**config.mk**
```make
export PLATFORM = sky130hd
export DESIGN_NAME = rr_arb_slice
export DESIGN_NICKNAME = d
export VERILOG_FILES = /design/src/rtl/rr_arb_slice.sv
export SDC_FILE = /design/constraint.sdc
export NUM_CORES = 1
export LEC_CHECK = 0
export ABC_AREA = 0
export BUFFER_PORTS_ARGS = -buffer_cell sky130_fd_sc_hd__buf_2
export CAP_MARGIN = 20
export CORE_MARGIN = 3
export CORE_UTILIZATION = 39
export DETAILED_ROUTE_END_ITERATION = 8
export GPL_TIMING_DRIVEN = 0
export PLACE_DENSITY_LB_ADDON = 0.08
export RECOVER_POWER = 100
export SLEW_MARGIN = 0
export SYNTH_ARGS = -nofsm -noshare
export SYNTH_HDL_FRONTEND = slang
export SYNTH_SLANG_ARGS = --single-unit
```
**constraint.sdc**
```tcl
create_clock -name clk_i -period 2.3 [get_ports clk_i]
set_clock_uncertainty 0.05 [all_clocks]
set_input_delay 0 -clock clk_i [delete_from_list [all_inputs] [get_ports clk_i]]
set_output_delay 0 -clock clk_i [all_outputs]
set_load 0.05 [all_outputs]
```
**src/rtl/rr_arb_slice.sv**
```systemverilog
// Round-robin arbiter feeding a single-entry registered output slice.
// The winner's payload, binary index and one-hot grant are captured together.
module rr_arb_slice #(
    parameter int InputWidth = 8,
    parameter int DataWidth  = 8,
    localparam int IdxWidth  = $clog2(InputWidth)
) (
    input  logic                            clk_i,
    input  logic                            rstn_i,
    input  logic [InputWidth-1:0]           req_valid_i,
    input  logic [InputWidth*DataWidth-1:0] req_data_i,
    output logic [InputWidth-1:0]           req_ready_o,
    output logic                            out_valid_o,
    input  logic                            out_ready_i,
    output logic [DataWidth-1:0]            out_data_o,
    output logic [IdxWidth-1:0]             out_idx_o,
    output logic [InputWidth-1:0]           out_oh_o
);

    localparam logic [InputWidth-1:0] OneVec = {{(InputWidth-1){1'b0}}, 1'b1};

    logic [InputWidth-1:0] mask_r;
    logic [InputWidth-1:0] masked_s;
    logic [InputWidth-1:0] grant_s;
    logic [InputWidth-1:0] mask_next_s;
    logic [InputWidth-1:0] req_ready_s;
    logic [IdxWidth-1:0]   grant_idx_s;
    logic [DataWidth-1:0]  grant_data_s;
    logic                  can_load_s;
    logic                  fire_s;

    logic                  out_valid_r;
    logic [DataWidth-1:0]  out_data_r;
    logic [IdxWidth-1:0]   out_idx_r;
    logic [InputWidth-1:0] out_oh_r;

    // Lowest set bit at or above the pointer, else lowest set bit overall (wrap).
    always_comb begin
        masked_s = req_valid_i & mask_r;
        grant_s  = '0;
        if (masked_s != '0) begin
            grant_s = masked_s & ~(masked_s - OneVec);
        end else begin
            grant_s = req_valid_i & ~(req_valid_i - OneVec);
        end
        // Bits strictly above the winner; all-zero when the top requester wins.
        mask_next_s = ~(grant_s | (grant_s - OneVec));
    end

    // Grant is one-hot, so an AND-OR mux yields the winner's index and payload.
    always_comb begin
        grant_idx_s  = '0;
        grant_data_s = '0;
        for (int k = 0; k < InputWidth; k++) begin
            grant_idx_s  = grant_idx_s  | (IdxWidth'(k) & {IdxWidth{grant_s[k]}});
            grant_data_s = grant_data_s | (req_data_i[k*DataWidth +: DataWidth]
                                           & {DataWidth{grant_s[k]}});
        end
    end

    // Handshake: ready only while the slot can take a new entry and reset is released.
    always_comb begin
        can_load_s  = ~out_valid_r | out_ready_i;
        req_ready_s = grant_s & {InputWidth{can_load_s & rstn_i}};
        fire_s      = |(req_valid_i & req_ready_s);
    end

    // Round-robin pointer advances only on an accepted transfer.
    always_ff @(posedge clk_i or negedge rstn_i) begin
        if (!rstn_i) begin
            mask_r <= '1;
        end else if (fire_s) begin
            mask_r <= mask_next_s;
        end
    end

    // Output slice: load on fire, drop valid on a drain with no refill, else hold.
    always_ff @(posedge clk_i or negedge rstn_i) begin
        if (!rstn_i) begin
            out_valid_r <= 1'b0;
            out_data_r  <= '0;
            out_idx_r   <= '0;
            out_oh_r    <= '0;
        end else if (fire_s) begin
            out_valid_r <= 1'b1;
            out_data_r  <= grant_data_s;
            out_idx_r   <= grant_idx_s;
            out_oh_r    <= grant_s;
        end else if (out_ready_i) begin
            out_valid_r <= 1'b0;
        end
    end

    assign req_ready_o = req_ready_s;
    assign out_valid_o = out_valid_r;
    assign out_data_o  = out_data_r;
    assign out_idx_o   = out_idx_r;
    assign out_oh_o    = out_oh_r;

endmodule

```
======== Word-level counts from Yosys, hierarchy flattened ========
Index checks and enable logic that the tools add are counted.
storage, ports and cells
  flip-flop bits (word level) ............. 28
  bits in latches ......................... 0
  memory bits (writable) .................. 0
  memory bits (read-only) ................. 0
  input bits .............................. 75
  output and inout bits ................... 28
  logic and storage cells ................. 47
  memories kept ........................... 0
cells by class
  $add $sub $neg .......................... 3
  multipliers ............................. 0
  divide/modulo/power cells ............... 0
  $lt $le $gt $ge ......................... 0
  equality and inequality tests ........... 0
  shifts and indexed selects .............. 0
  multiplexer cells ....................... 3
  bitwise operators ....................... 33
  reductions and logical operators ........ 3
operators with widths
  operator                                                            number
  8-bit bitwise AND                                                   13
  8-bit OR                                                            8
  8-bit inverter                                                      3
  8-bit by 1-bit subtractor with 8-bit output, second input constant  3
  3-bit OR                                                            3
  8-bit two-way mux                                                   1
  8-bit nonzero test                                                  1
  8-bit OR reduction                                                  1
  2-bit by 3-bit OR with 3-bit output                                 1
  1-bit two-way mux                                                   2
  1-bit by 2-bit OR with 2-bit output                                 1
  2-bit OR                                                            1
  2-bit nonzero test                                                  1
  1-bit bitwise AND                                                   1
  1-bit inverter                                                      1
  1-bit OR                                                            1

======== Depth between registers and ports, before layout ========
Gate-level depths: netlist of run 1.
  word-level depth ........................ 13
  gate-level depth with buffers ........... 8
  depth with buffers taken out ............ 6

======== Least setup slack after synthesis of run 1 ========
No wires, ideal clock.
  path type ............................... reg-to-reg
  start ................................... register mask_r[3]
  end ..................................... register out_oh_r[1] (netlist: out_oh_o[1])
  setup time .............................. 73 ps
  data arrival time ....................... 3035 ps
  required time ........................... 2177 ps
  setup slack ............................. -858 ps
  cell stages (with the launch flop) ...... 8
  path buffers ............................ 2
  period minus slack after synthesis ...... 3158 ps
  path through ............................ dfstp_2 -> a222oi_1 -> buf_2 -> a31o_2 -> and2_1 -> buf_2 -> nor4_1 -> a21o_1
between the ends
  elaborated cells on any way between the ends .. 9
  those cells by class .................... 1 x add/sub; 1 x mux; 5 x bitwise; 2 x reduce/logical
RTL lines
  item                      line  text
  start: declaration        22    logic [InputWidth-1:0] mask_r;
  start signal: assignment  73    mask_r <= mask_next_s;
  8-bit bitwise AND         39    masked_s = req_valid_i & mask_r;
  8-bit nonzero test        41    if (masked_s != '0) begin
  8-bit two-way mux         41
  8-bit bitwise AND         64    req_ready_s = grant_s & {InputWidth{can_load_s & rstn_i}};
  via req_ready_o[1]        12    output logic [InputWidth-1:0] req_ready_o,
  8-bit bitwise AND         65    fire_s = |(req_valid_i & req_ready_s);
  8-bit OR reduction        65
  end signal: assignment    88    out_oh_r <= grant_s;
  end: declaration          35    logic [InputWidth-1:0] out_oh_r;
The timed path passes the listed nets, and every way through them passes these cells.
A chain may end at the register's enable or synchronous reset.

======== Final worst setup path of run 1 ========
  start ................................... register mask_r[1]
  end ..................................... register out_data_r[5] (netlist: out_data_o[5])
between the ends
  word-level cells in the longest chain between the ends .. 13
  elaborated cells on any way between the ends .. 24
  those cells by class .................... 1 x add/sub; 1 x mux; 20 x bitwise; 2 x reduce/logical
RTL lines
  item                                         line  text
  8-bit bitwise AND *                          39
  8-bit by 1-bit subtractor with 8-bit output  42    grant_s = masked_s & ~(masked_s - OneVec);
  8-bit inverter                               42
  8-bit bitwise AND                            42
  8-bit two-way mux *                          41
  8-bit bitwise AND                            57    & {DataWidth{grant_s[k]}});
  8-bit OR (7 in a row)                        56    grant_data_s = grant_data_s | (req_data_i[k*DataWidth +: DataWidth]
  end signal: assignment                       86    out_data_r <= grant_data_s;
  end: declaration                             33    logic [DataWidth-1:0] out_data_r;
Every way passes the cells marked *; elsewhere a longest branch is shown, timed or not.

==> reports/results.tsv, run 1 <==
stage	metric	value	unit
status	status	finished with violations	
status	violated checks	setup timing	
placed_design	GPL Wtd Cong	0.799	
floorplanning	Core Area	4170	µm²
clock_tree	Clk pin slew, worst setup/hold paths	0.10	ns
pwr	sequential share of power	23.7	%
hold_path	hold depth	3	
global_routing	Tot GR Track Use	22.2	%
critical_path	worst-path maximum fanout	6	
floorplanning	Rows	23	
global_routing	met3 GRT Util	3.69	%
yosys	Post-synth ARST share	100	%
yosys	synthesized net count	256	
yosys	Top FF cell, synth	dfrtp_1	
drt	total wire length	6.63	mm
hold_path	Hold Startpoint	req_data_i[46]	
global_routing	grt met2 use	37.0	%
drt	Pre-Repair DR Iteration Count	5	
critical_path	cell count of the worst reg-to-reg path	10	
pwr	Pleak	1.33	nW
layout	share of cells above drive strength 1	49.2	%
clock_tree	Max clock buf depth	2	
critical_path	RR Endpoint	out_data_o[5]	
hold_path	min-delay worst type	primary input to flip-flop	
job	maxcap violations	0	
yosys	Mapped Cells	181	
pwr	Switch Pwr	1.96	mW
pwr	Switching Fraction	50.6	%
drt	Routed WL per cell	18.2	µm
critical_path	CP endpoint kind	flip-flop	
pwr	Power Total	3.86	mW
sta	RSZ-0062 raised after global routing	yes	
drt	Starting DRT DRC Count	117	
layout	Final Cell Area	2900	µm²
sta	slew margin rel.	36.4	%
floorplanning	DIE AREA	5380	µm²
global_routing	GR peak layer	met2	
global_routing	vias in the first global route	1927	
critical_path	RR Startpoint	mask_r[1]	
global_routing	first-pass GRT wire length	9.32	mm
pwr	Clk network pwr share	8.0	%
yosys	Yosys cell types	45	
yosys	Post-Syn Area	1770	µm²
drt	Vias	2098	
critical_path	WS Path Type	flip-flop to flip-flop	
placed_design	number of port buffers	102	
floorplanning	Die Y-Extent	73.3	µm
layout	area growth from synthesis to layout	63.9	%
hold_path	WHS Endpoint	out_data_o[6]	
layout	Layout Utilization	69.4	%
global_routing	antenna violations before repair	0	
clock_tree	CTS Buf Count	3	
yosys	Post-synth EDFFs	0	
global_routing	met1 usage	31.1	%
pwr	Internal	1.91	mW
placed_design	dpl hpwl	4.48	mm
clock_tree	clk sinks	28	
sta	fmax	431	MHz
yosys	Yosys top cell by area	dfrtp_1	
yosys	synth warn	0	
critical_path	setup slack, reg-to-reg	-0.02	ns
drt	DR DRC count	0	
clock_tree	root buffer cell	clkbuf_8	
sta	post-route setup slack	-0.0204	ns
floorplanning	Ports	103	
global_routing	Overflow after GRT	0	
clock_tree	CTS tree	done	
pwr	Logic pwr share	68.3	%
sta	fin crit period	2.32	ns
global_routing	largest net degree at the start of global routing	21	
yosys	largest cells by area after synthesis	dfrtp_1 28%, dfstp_2 12%, a22o_1 7.4%	
sta	Fin. Hold Viols	0	
sta	Final Cycle Share	101	%
yosys	register area share after synthesis	40.2	%
sta	hold_ws	0.00638	ns
floorplanning	die width	73.3	µm
layout	final-stage net count	391	
placed_design	Area after DPL	2370	µm²
layout	ANT cells	0	
sta	Setup Viol. Count Final	8	
yosys	Syn Area/Cell	9.77	µm²
clock_tree	worst-skew pair later-pin latency	0.27	ns
yosys	post-synth top area share	28.3	%
sta	Final Max Tran Viols	0	
pwr	VDD IR max	0.723	mV
sta	Least-Margin Pin Slew	0.951	ns
critical_path	Worst EP required	2.41	ns
pwr	Power Dens Cells	1330	nW/µm²
clock_tree	H-tree levels	1	
floorplanning	Initial Util	42.4	%
critical_path	worst endpoint data arrival time	2.43	ns
drt	post-route ant nets	0	
yosys	Yosys reg bits	28	
drt	vias per cell	5.75	
critical_path	crit start category	flip-flop	
Yosys cell counts (all sizes together), types with 2 or more instances:
| cell | number |
|---|---|
| nor2 | 26 |
| dfrtp | 20 |
| a22o | 15 |
| nand2 | 13 |
| a21o | 10 |
| a222oi | 9 |
| a41oi | 8 |
| and2 | 8 |
| buf | 8 |
| dfstp | 8 |
| a21oi | 6 |
| a31oi | 5 |
| inv | 5 |
| nor3 | 5 |
| a31o | 4 |
| and3 | 4 |
| clkbuf | 3 |
| nor4 | 3 |
| a22oi | 2 |
| a32oi | 2 |
| o21ai | 2 |
| o22a | 2 |
layout by cell type, fill, tap and decap left out, types with 3 or more instances in the layout:
cell type / instances
a222oi_1: 9
clkbuf_1: 21
dfrtp_1: 20
a31oi_1: 4
dlygate4sd3_1: 13
clkbuf_8: 4
nand2_1: 13
and2_1: 6
dfstp_2: 8
a21o_1: 10
a21oi_1: 5
buf_2: 79
nor2_1: 19
and3_1: 3
inv_1: 5
a22o_1: 15
buf_6: 10
nor2_2: 7
buf_4: 12
buf_12: 3
a41oi_2: 5
routing by layer:
| metal | up-vias | routed length [µm] |
|---|---|---|
| li1 | 984 | - |
| met1 | 1013 | 2860 |
| met2 | 95 | 3260 |
| met3 | 6 | 446 |
| met4 | 0 | 61 |
| met5 | - | 0 |
state kept, by name (all words and copies together), names as in the netlist:
register     flops
out_data_o       8
out_oh_o         8
out_valid_o      1
out_idx_o        3
mask_r           8
stage by stage:
step	std cells	setup WS (ns)	TNS (ns)
floorplan	181	0.0768	0
global placement	333	-0.0949	-1.13
detailed placement	333	-0.0876	-0.999
CTS	349	0.00632	0
global route	365	-0.141	-2.16
finish	365	-0.0204	-0.0517
critical path: stages, from the launching register on:
cell and delay, ns:
dfstp_2 0.59, a222oi_1 0.09, buf_4 0.19, buf_12 0.14, a31o_4 0.24, and2_4 0.16, buf_8 0.13, buf_6 0.13
buf_6 0.12, a221oi_2 0.25, a31oi_1 0.11
power groups by stage:
stage | clock network (mW) | logic (mW) | registers (mW)
floorplan | 0 | 1.06 | 1.47
global placement | 0 | 2.13 | 0.907
detailed placement | 0 | 2.16 | 0.911
CTS | 0.317 | 2.24 | 0.910
global route | 0.337 | 2.80 | 0.947
finish | 0.308 | 2.64 | 0.917
logic make-up (layout without fill, tap and decap cells):
| logic type | count (synthesis) | count (layout) | share of synthesized area [%] |
|---|---|---|---|
| compound gates | 74 | 74 | 37.9 |
| simple gates | 63 | 63 | 17.0 |
| flops | 28 | 28 | 40.2 |
| buf+inv | 16 | 150 | 4.95 |
final cells by class:
cell class / count / area (µm²)
Clock buffer: 4 / 55.1
Tap cell: 50 / 62.6
Sequential cell: 28 / 711
Multi-Input combinational cell: 137 / 1150
Buffer: 9 / 88.8
Timing Repair Buffer: 132 / 808
Fill cell: 367 / 1270
Inverter: 5 / 18.8
how the worst max path moves through the flow:
stage / from / end / cells after the start / slack, ns
finish: mask_r[1] / out_data_o[5] / 10 / -0.02
global route: mask_r[3] / req_ready_o[4] / 7 / -0.14
CTS: mask_r[3] / req_ready_o[1] / 7 / 0.006
detailed placement: mask_r[3] / mask_r[2] / 8 / -0.09
global placement: mask_r[6] / mask_r[2] / 7 / -0.09
floorplan: mask_r[3] / out_oh_o[1] / 7 / 0.08
what timing repair did:
| item | in CTS | in global routing |
|---|---|---|
| gates resized for setup | 13 | 40 |
| setup buffers | 2 | 14 |
| hold buffers | 12 | 1 |
| setup endpoints to repair | 24 | 27 |
| cloned | 0 | 1 |
| hold endpoints to repair | 29 | 1 |
| pin swaps | 1 | 19 |
(Power assumes the default switching activity.)
==> inputs of run 2 (changes only) <==
Clock period 2.3 ns to 2.25 ns, I/O delays scaled along.
==> run 2 against run 1 <==
Compared with the run above: the flow still finishes with violations (setup timing); global-route usage up 0.34 points; final cell count fell by 0.55%; wire length decreased by 3.2%; sequential power rose by 3.4%; flip-flop and latch count unchanged; hold slack got worse by 0.0016 ns; final area down 2.1%; clock-buffer cell count did not move; clock power grew 2%; critical path type unchanged; critical endpoint is now out_data_o[4]; highest routed layer unchanged.
==> reports/results.tsv, run 2 (synthesized netlist as in run 1, its figures left out) <==
stage	metric	value	unit	change
critical_path	CP Cell Sequence	a222oi_1, buf_4, buf_6, o2111a_2, a32oi_4, a41oi_4, buf_6, nor2_2, a41oi_2		
placed_design	number of port buffers	102		unchanged
critical_path	RR Startpoint	mask_r[2]		
global_routing	Tot GR Track Use	22.6	%	+0.34 points
drt	total wire length	6.42	mm	-3.2%
clock_tree	CTS tree	done		
status	status	finished with violations		
pwr	Pleak	1.30	nW	-2.1%
drt	Starting DRT DRC Count	101		-14%
layout	ANT cells	0		unchanged
sta	Least-Margin Pin Slew	0.932	ns	-0.0181 ns
critical_path	slowest stage delay, CP	0.39	ns	-0.20 ns
drt	Pre-Repair DR Iteration Count	4		-1
floorplanning	die width	73.3	µm	unchanged
placed_design	Place WS	-0.138	ns	-0.0500 ns
critical_path	RR Endpoint	out_data_o[4]		
critical_path	WS Path Type	flip-flop to flip-flop		
critical_path	worst endpoint data arrival time	2.43	ns	about the same
floorplanning	Ports	103		unchanged
critical_path	cell count of the worst reg-to-reg path	9		-1
floorplanning	Initial Util	42.4	%	unchanged
hold_path	hold depth	3		unchanged
floorplanning	DIE AREA	5380	µm²	unchanged
hold_path	min-delay worst type	primary input to flip-flop		
global_routing	Overflow after GRT	0		unchanged
sta	hold_ws	0.00474	ns	-0.00163 ns
sta	fmax	439	MHz	+1.8%
global_routing	antenna violations before repair	0		unchanged
sta	RSZ-0062 raised after global routing	yes		
status	violated checks	setup timing		
hold_path	WHS Endpoint	out_data_o[6]		
global_routing	largest net degree at the start of global routing	21		unchanged
sta	Final Max Tran Viols	0		unchanged
clock_tree	clk sinks	28		unchanged
floorplanning	Rows	23		unchanged
layout	final-stage net count	389		-0.51%
drt	post-route ant nets	0		unchanged
placed_design	Area after DPL	2370	µm²	unchanged
critical_path	Top cell by count, worst path	buf_6		
clock_tree	root buffer cell	clkbuf_8		
global_routing	vias in the first global route	1958		+1.6%
drt	Routed WL per cell	17.7	µm	-2.7%
placed_design	dpl hpwl	4.48	mm	unchanged
clock_tree	Clk pin slew, worst setup/hold paths	0.09	ns	about the same
drt	Vias	2068		-1.4%
layout	Final Cell Area	2840	µm²	-2.1%
critical_path	CP delay by family, top	compound AO/OA/AOI/OAI gates		
critical_path	Worst EP required	2.40	ns	about the same
critical_path	crit start category	flip-flop		
pwr	Power Total	3.91	mW	+1.3%
clock_tree	worst-skew pair later-pin latency	0.27	ns	about the same
pwr	Power Dens Cells	1380	nW/µm²	+3.5%
sta	Setup Viol. Count Final	10		+2
drt	DR DRC count	0		unchanged
placed_design	GPL Wtd Cong	0.799		unchanged
hold_path	Hold Startpoint	req_data_i[46]		
sta	Fin. Hold Viols	0		unchanged
pwr	VDD IR max	0.746	mV	+3.1%
layout	filler instances	366		-0.27%
sta	slew margin rel.	37.6	%	+1.2 points
critical_path	CP max-delay cell	dfstp_2		
critical_path	setup slack, reg-to-reg	-0.03	ns	about the same
drt	vias per cell	5.70		-0.89%
layout	commonest non-fill, non-tap cells in the layout	80 x buf_2, 20 x clkbuf_1, 20 x dfrtp_1		
sta	Final Cycle Share	101	%	+0.41 points
clock_tree	Max clock buf depth	2		unchanged
floorplanning	Core Area	4170	µm²	unchanged
global_routing	first-pass GRT wire length	9.45	mm	+1.4%
critical_path	worst path bufs/invs	3		-2
layout	area growth from synthesis to layout	60.4	%	
floorplanning	Die Y-Extent	73.3	µm	unchanged
sta	fin crit period	2.28	ns	-0.0411 ns
job	maxcap violations	0		unchanged
sta	post-route setup slack	-0.0293	ns	-0.00889 ns
clock_tree	CTS Buf Count	3		unchanged
layout	share of cells above drive strength 1	50.8	%	+1.6 points
critical_path	worst-path maximum fanout	6		unchanged
critical_path	CP endpoint kind	flip-flop		
layout	most common cell after layout, fill and taps aside	buf_2		
clock_tree	H-tree levels	1		unchanged
==> run 2: timing repair <==
| action | 4_1_cts | 5_1_grt |
|---|---|---|
| endpoints found under the setup margin | 27 | 27 |
| pin swaps | 3 | 6 |
| hold buffers | 12 | 0 |
| resized for setup | 16 | 37 |
| hold endpoints to repair | 29 | 0 |
| gates cloned | 0 | 3 |
| setup buffers | 6 | 7 |
==> run 2: layout make-up <==
type / instances / area, µm² / share of cell area [%]
clock buffer: 4 / 55.1 / 1.94
tap: 50 / 62.6 / 2.21
timing repair buffer: 130 / 756 / 26.6
sequential: 28 / 711 / 25.1
buffer: 9 / 80.1 / 2.82
inverter: 5 / 18.8 / 0.662
multi-input combinational: 137 / 1150 / 40.7
==> run 2: worst max-delay path by stage <==
stage | start | to | slack, ns | cells past startpoint
finish | mask_r[2] | out_data_o[4] | -0.03 | 9
global route | mask_r[2] | mask_r[3] | -0.15 | 9
CTS | mask_r[3] | req_ready_o[1] | -0.02 | 7
detailed placement | mask_r[3] | mask_r[2] | -0.14 | 8
global placement | mask_r[6] | mask_r[2] | -0.14 | 7
floorplan | mask_r[3] | out_oh_o[1] | 0.03 | 7
==> run 2: through the flow <==
step / setup TNS, ns / std cells / utilization, %
floorplan: 0 / 181 / -
global placement: -2.26 / 333 / 56.8
detailed placement: -2.05 / 333 / 56.8
CTS: -0.0162 / 353 / 63.5
global route: -2.31 / 363 / 68.0
finish: -0.158 / 363 / 68.0
==> run 2: tightest hold or removal path: stages <==
cell      delay [ns]
buf_2           0.07
a222oi_1        0.07
a41oi_2         0.16
==> run 2: power breakdown <==
part,total (mW),leakage (nW),switching [mW],internal (mW)
clock network,0.315,0.0288,0.159,0.157
logic,2.65,0.949,1.68,0.967
registers,0.948,0.326,0.167,0.780
total,3.91,1.30,2.01,1.90
==> run 2: layer usage <==
layer / track usage (%) / vias to the layer above / routed length [µm]
li1: - / 976 / -
met1: 31.5 / 1009 / 2890
met2: 37.8 / 79 / 3120
met3: 3.69 / 4 / 362
met4: 3.02 / 0 / 44
met5: 0 / - / 0
==> inputs of run 3 (changes only) <==
Settings changed: GPL_TIMING_DRIVEN 0 to default.
Clock period 2.25 ns to 2.8 ns, I/O delays scaled along.
==> run 3 against run 2 <==
Compared with the run above: the flow now finishes without violations; largest power group unchanged; die area unchanged; clock-buffer cell count down 1; critical path depth is 4 lower; flip-flop and latch count is the same; largest cell class unchanged; power down 29%; hold slack got worse by 0.0021 ns.
==> reports/results.tsv, run 3 (synthesized netlist as in run 1, its figures left out) <==
stage	metric	value	unit	change
status	status	finished, final reports clean		
clock_tree	post_cts resized	0		-16
layout	ANT cells	0		unchanged
critical_path	CP Cell Sequence	a22oi_1, a32o_1, and3_1, and2_1, clkbuf_2		
sta	post-route setup slack	0.318	ns	+0.347 ns
global_routing	antenna violations before repair	0		unchanged
sta	Final Cycle Share	88.7	%	
job	maxcap violations	0		unchanged
drt	total wire length	5.82	mm	-9.2%
sta	Setup Viol. Count Final	0		-10
critical_path	WS Path Type	flip-flop to primary output		
critical_path	CP delay by family, top	compound AO/OA/AOI/OAI gates		
pwr	VDD IR max	0.894	mV	+20%
clock_tree	post-CTS setup buffers	0		-6
clock_tree	clk sinks	28		unchanged
critical_path	worst-path maximum fanout	9		+3
clock_tree	root buffer cell	clkbuf_8		
layout	filler-free cell count of the finished design	348		-4.1%
layout	final-stage net count	374		-3.9%
placed_design	Place WS	0.596	ns	+0.734 ns
placed_design	dpl hpwl	4.44	mm	-0.92%
drt	Routed WL per cell	16.7	µm	-5.3%
critical_path	worst path bufs/invs	1		-2
drt	Vias	1955		-5.5%
global_routing	vias in the first global route	1930		-1.4%
sta	RSZ-0062 raised after global routing	no		
hold_path	WHS Endpoint	out_data_o[6]		
placed_design	GPL Wtd Cong	0.821		+2.7%
pwr	Power Dens Cells	1110	nW/µm²	-20%
critical_path	CP endpoint kind	primary output		
critical_path	Worst EP required	2.75	ns	+0.35 ns
clock_tree	Clk pin slew, worst setup/hold paths	0.10	ns	about the same
layout	most common cell after layout, fill and taps aside	buf_2		
sta	setup TNS	0	ns	+0.158 ns
clock_tree	worst-skew pair later-pin latency	0.28	ns	about the same
floorplanning	Core Area	4170	µm²	unchanged
critical_path	CP max-delay cell	a22oi_1		
sta	Final Max Tran Viols	0		unchanged
floorplanning	Rows	23		unchanged
layout	register area	711	µm²	unchanged
critical_path	worst endpoint data arrival time	2.43	ns	about the same
critical_path	RR Startpoint	mask_r[6]		
clock_tree	Max clock buf depth	2		unchanged
floorplanning	Die Y-Extent	73.3	µm	unchanged
hold_path	hold depth	3		unchanged
critical_path	crit start category	flip-flop		
sta	fin crit period	2.48	ns	
clock_tree	H-tree levels	1		unchanged
global_routing	Overflow after GRT	0		unchanged
critical_path	slowest stage delay, CP	0.55	ns	+0.16 ns
floorplanning	die width	73.3	µm	unchanged
placed_design	number of port buffers	102		unchanged
sta	Fin. Hold Viols	0		unchanged
drt	DR DRC count	0		unchanged
drt	Starting DRT DRC Count	133		+32%
sta	fmax	403	MHz	
pwr	Pleak	1.17	nW	-10%
drt	vias per cell	5.62		-1.4%
layout	commonest non-fill, non-tap cells in the layout	74 x buf_2, 28 x clkbuf_1, 26 x nor2_1		
drt	Pre-Repair DR Iteration Count	8		+4
drt	post-route ant nets	0		unchanged
critical_path	RR Endpoint	out_data_o[7]		
layout	share of cells above drive strength 1	37.2	%	-14 points
layout	area growth from synthesis to layout	41.1	%	
floorplanning	Initial Util	42.4	%	unchanged
floorplanning	Ports	103		unchanged
critical_path	cell count of the worst reg-to-reg path	7		-2
sta	Least-Margin Pin Slew	0.667	ns	-0.265 ns
critical_path	setup slack, reg-to-reg	0.33	ns	+0.36 ns
sta	hold_ws	0.00264	ns	-0.00210 ns
layout	footprint of the multi-input gates	976	µm²	-15%
global_routing	first-pass GRT wire length	9.16	mm	-3.1%
global_routing	largest net degree at the start of global routing	30		+43%
global_routing	Tot GR Track Use	21.5	%	-1.1 points
hold_path	min-delay worst type	primary input to flip-flop		
floorplanning	DIE AREA	5380	µm²	unchanged
pwr	Power Total	2.77	mW	-29%
sta	slew margin rel.	55.5	%	+18 points
hold_path	Hold Startpoint	req_data_i[46]		
layout	filler instances	380		+3.8%
clock_tree	CTS Buf Count	3		unchanged
clock_tree	CTS tree	done		
placed_design	dpl cells	334		+0.30%
[run 3: cell count changes in the layout (fill, tap and decap cells not counted), moves of 4 or more]
cell,before,now
buf_6,10,0
nor2_1,16,26
clkbuf_1,20,28
nor2_2,8,0
buf_4,15,8
buf_2,80,74
a41oi_1,0,4
a41oi_2,7,3
clkbuf_2,0,4
[run 3: stage by stage]
step | cell area [µm²] | utilization [%]
after floorplan | 1770 | -
after global placement | 2370 | 56.8
after detailed placement | 2370 | 56.8
after CTS | 2540 | 60.9
after global routing | 2490 | 59.8
final | 2490 | 59.8
[run 3: layer usage]
metal,global-route usage (%),vias to the layer above,part of all wire (%)
met4,3.62,0,0.46
li1,-,943,-
met3,3.56,6,6.5
met2,35.1,79,48
met1,30.5,927,45
met5,0,-,0
[run 3: how the worst max path moves through the flow]
stage / cells after the start / end / from
3_5_place_dp: 7 / out_oh_o[5] / mask_r[6]
5_1_grt: 7 / out_data_o[2] / mask_r[7]
4_1_cts: 5 / req_ready_o[4] / mask_r[6]
2_1_floorplan: 5 / mask_r[7] / out_valid_o
3_3_place_gp: 8 / out_oh_o[7] / mask_r[2]
6_report: 5 / req_ready_o[4] / mask_r[6]
[run 3: worst register-to-register path: stages (launching register included)]
cell      delay, ns
dfstp_2        0.39
a22oi_1        0.55
a31o_1         0.26
a32oi_1        0.21
a41oi_4        0.26
clkbuf_1       0.40
nor2_1         0.08
a41oi_1        0.18
[run 3: repair_timing]
item                                    CTS  global route
hold endpoints to repair                 29             0
hold buffers                             10             0
endpoints found under the setup margin    0             0
[run 3: final cells by class]
type,count,share of cell area (%)
flip-flops and latches,28,28.5
clock buffers,3,1.65
well taps,50,2.51
multi-input cells,137,39.1
repair buffers,124,26.3
clock inverters,1,1.20
inverters,5,0.752
[run 3: power by group]
group	switching (mW)	total (mW)	internal, mW	leakage (nW)
combinational	1.18	1.70	0.525	0.812
clock	0.133	0.324	0.192	0.0357
sequential	0.116	0.740	0.624	0.325
total	1.43	2.77	1.34	1.17
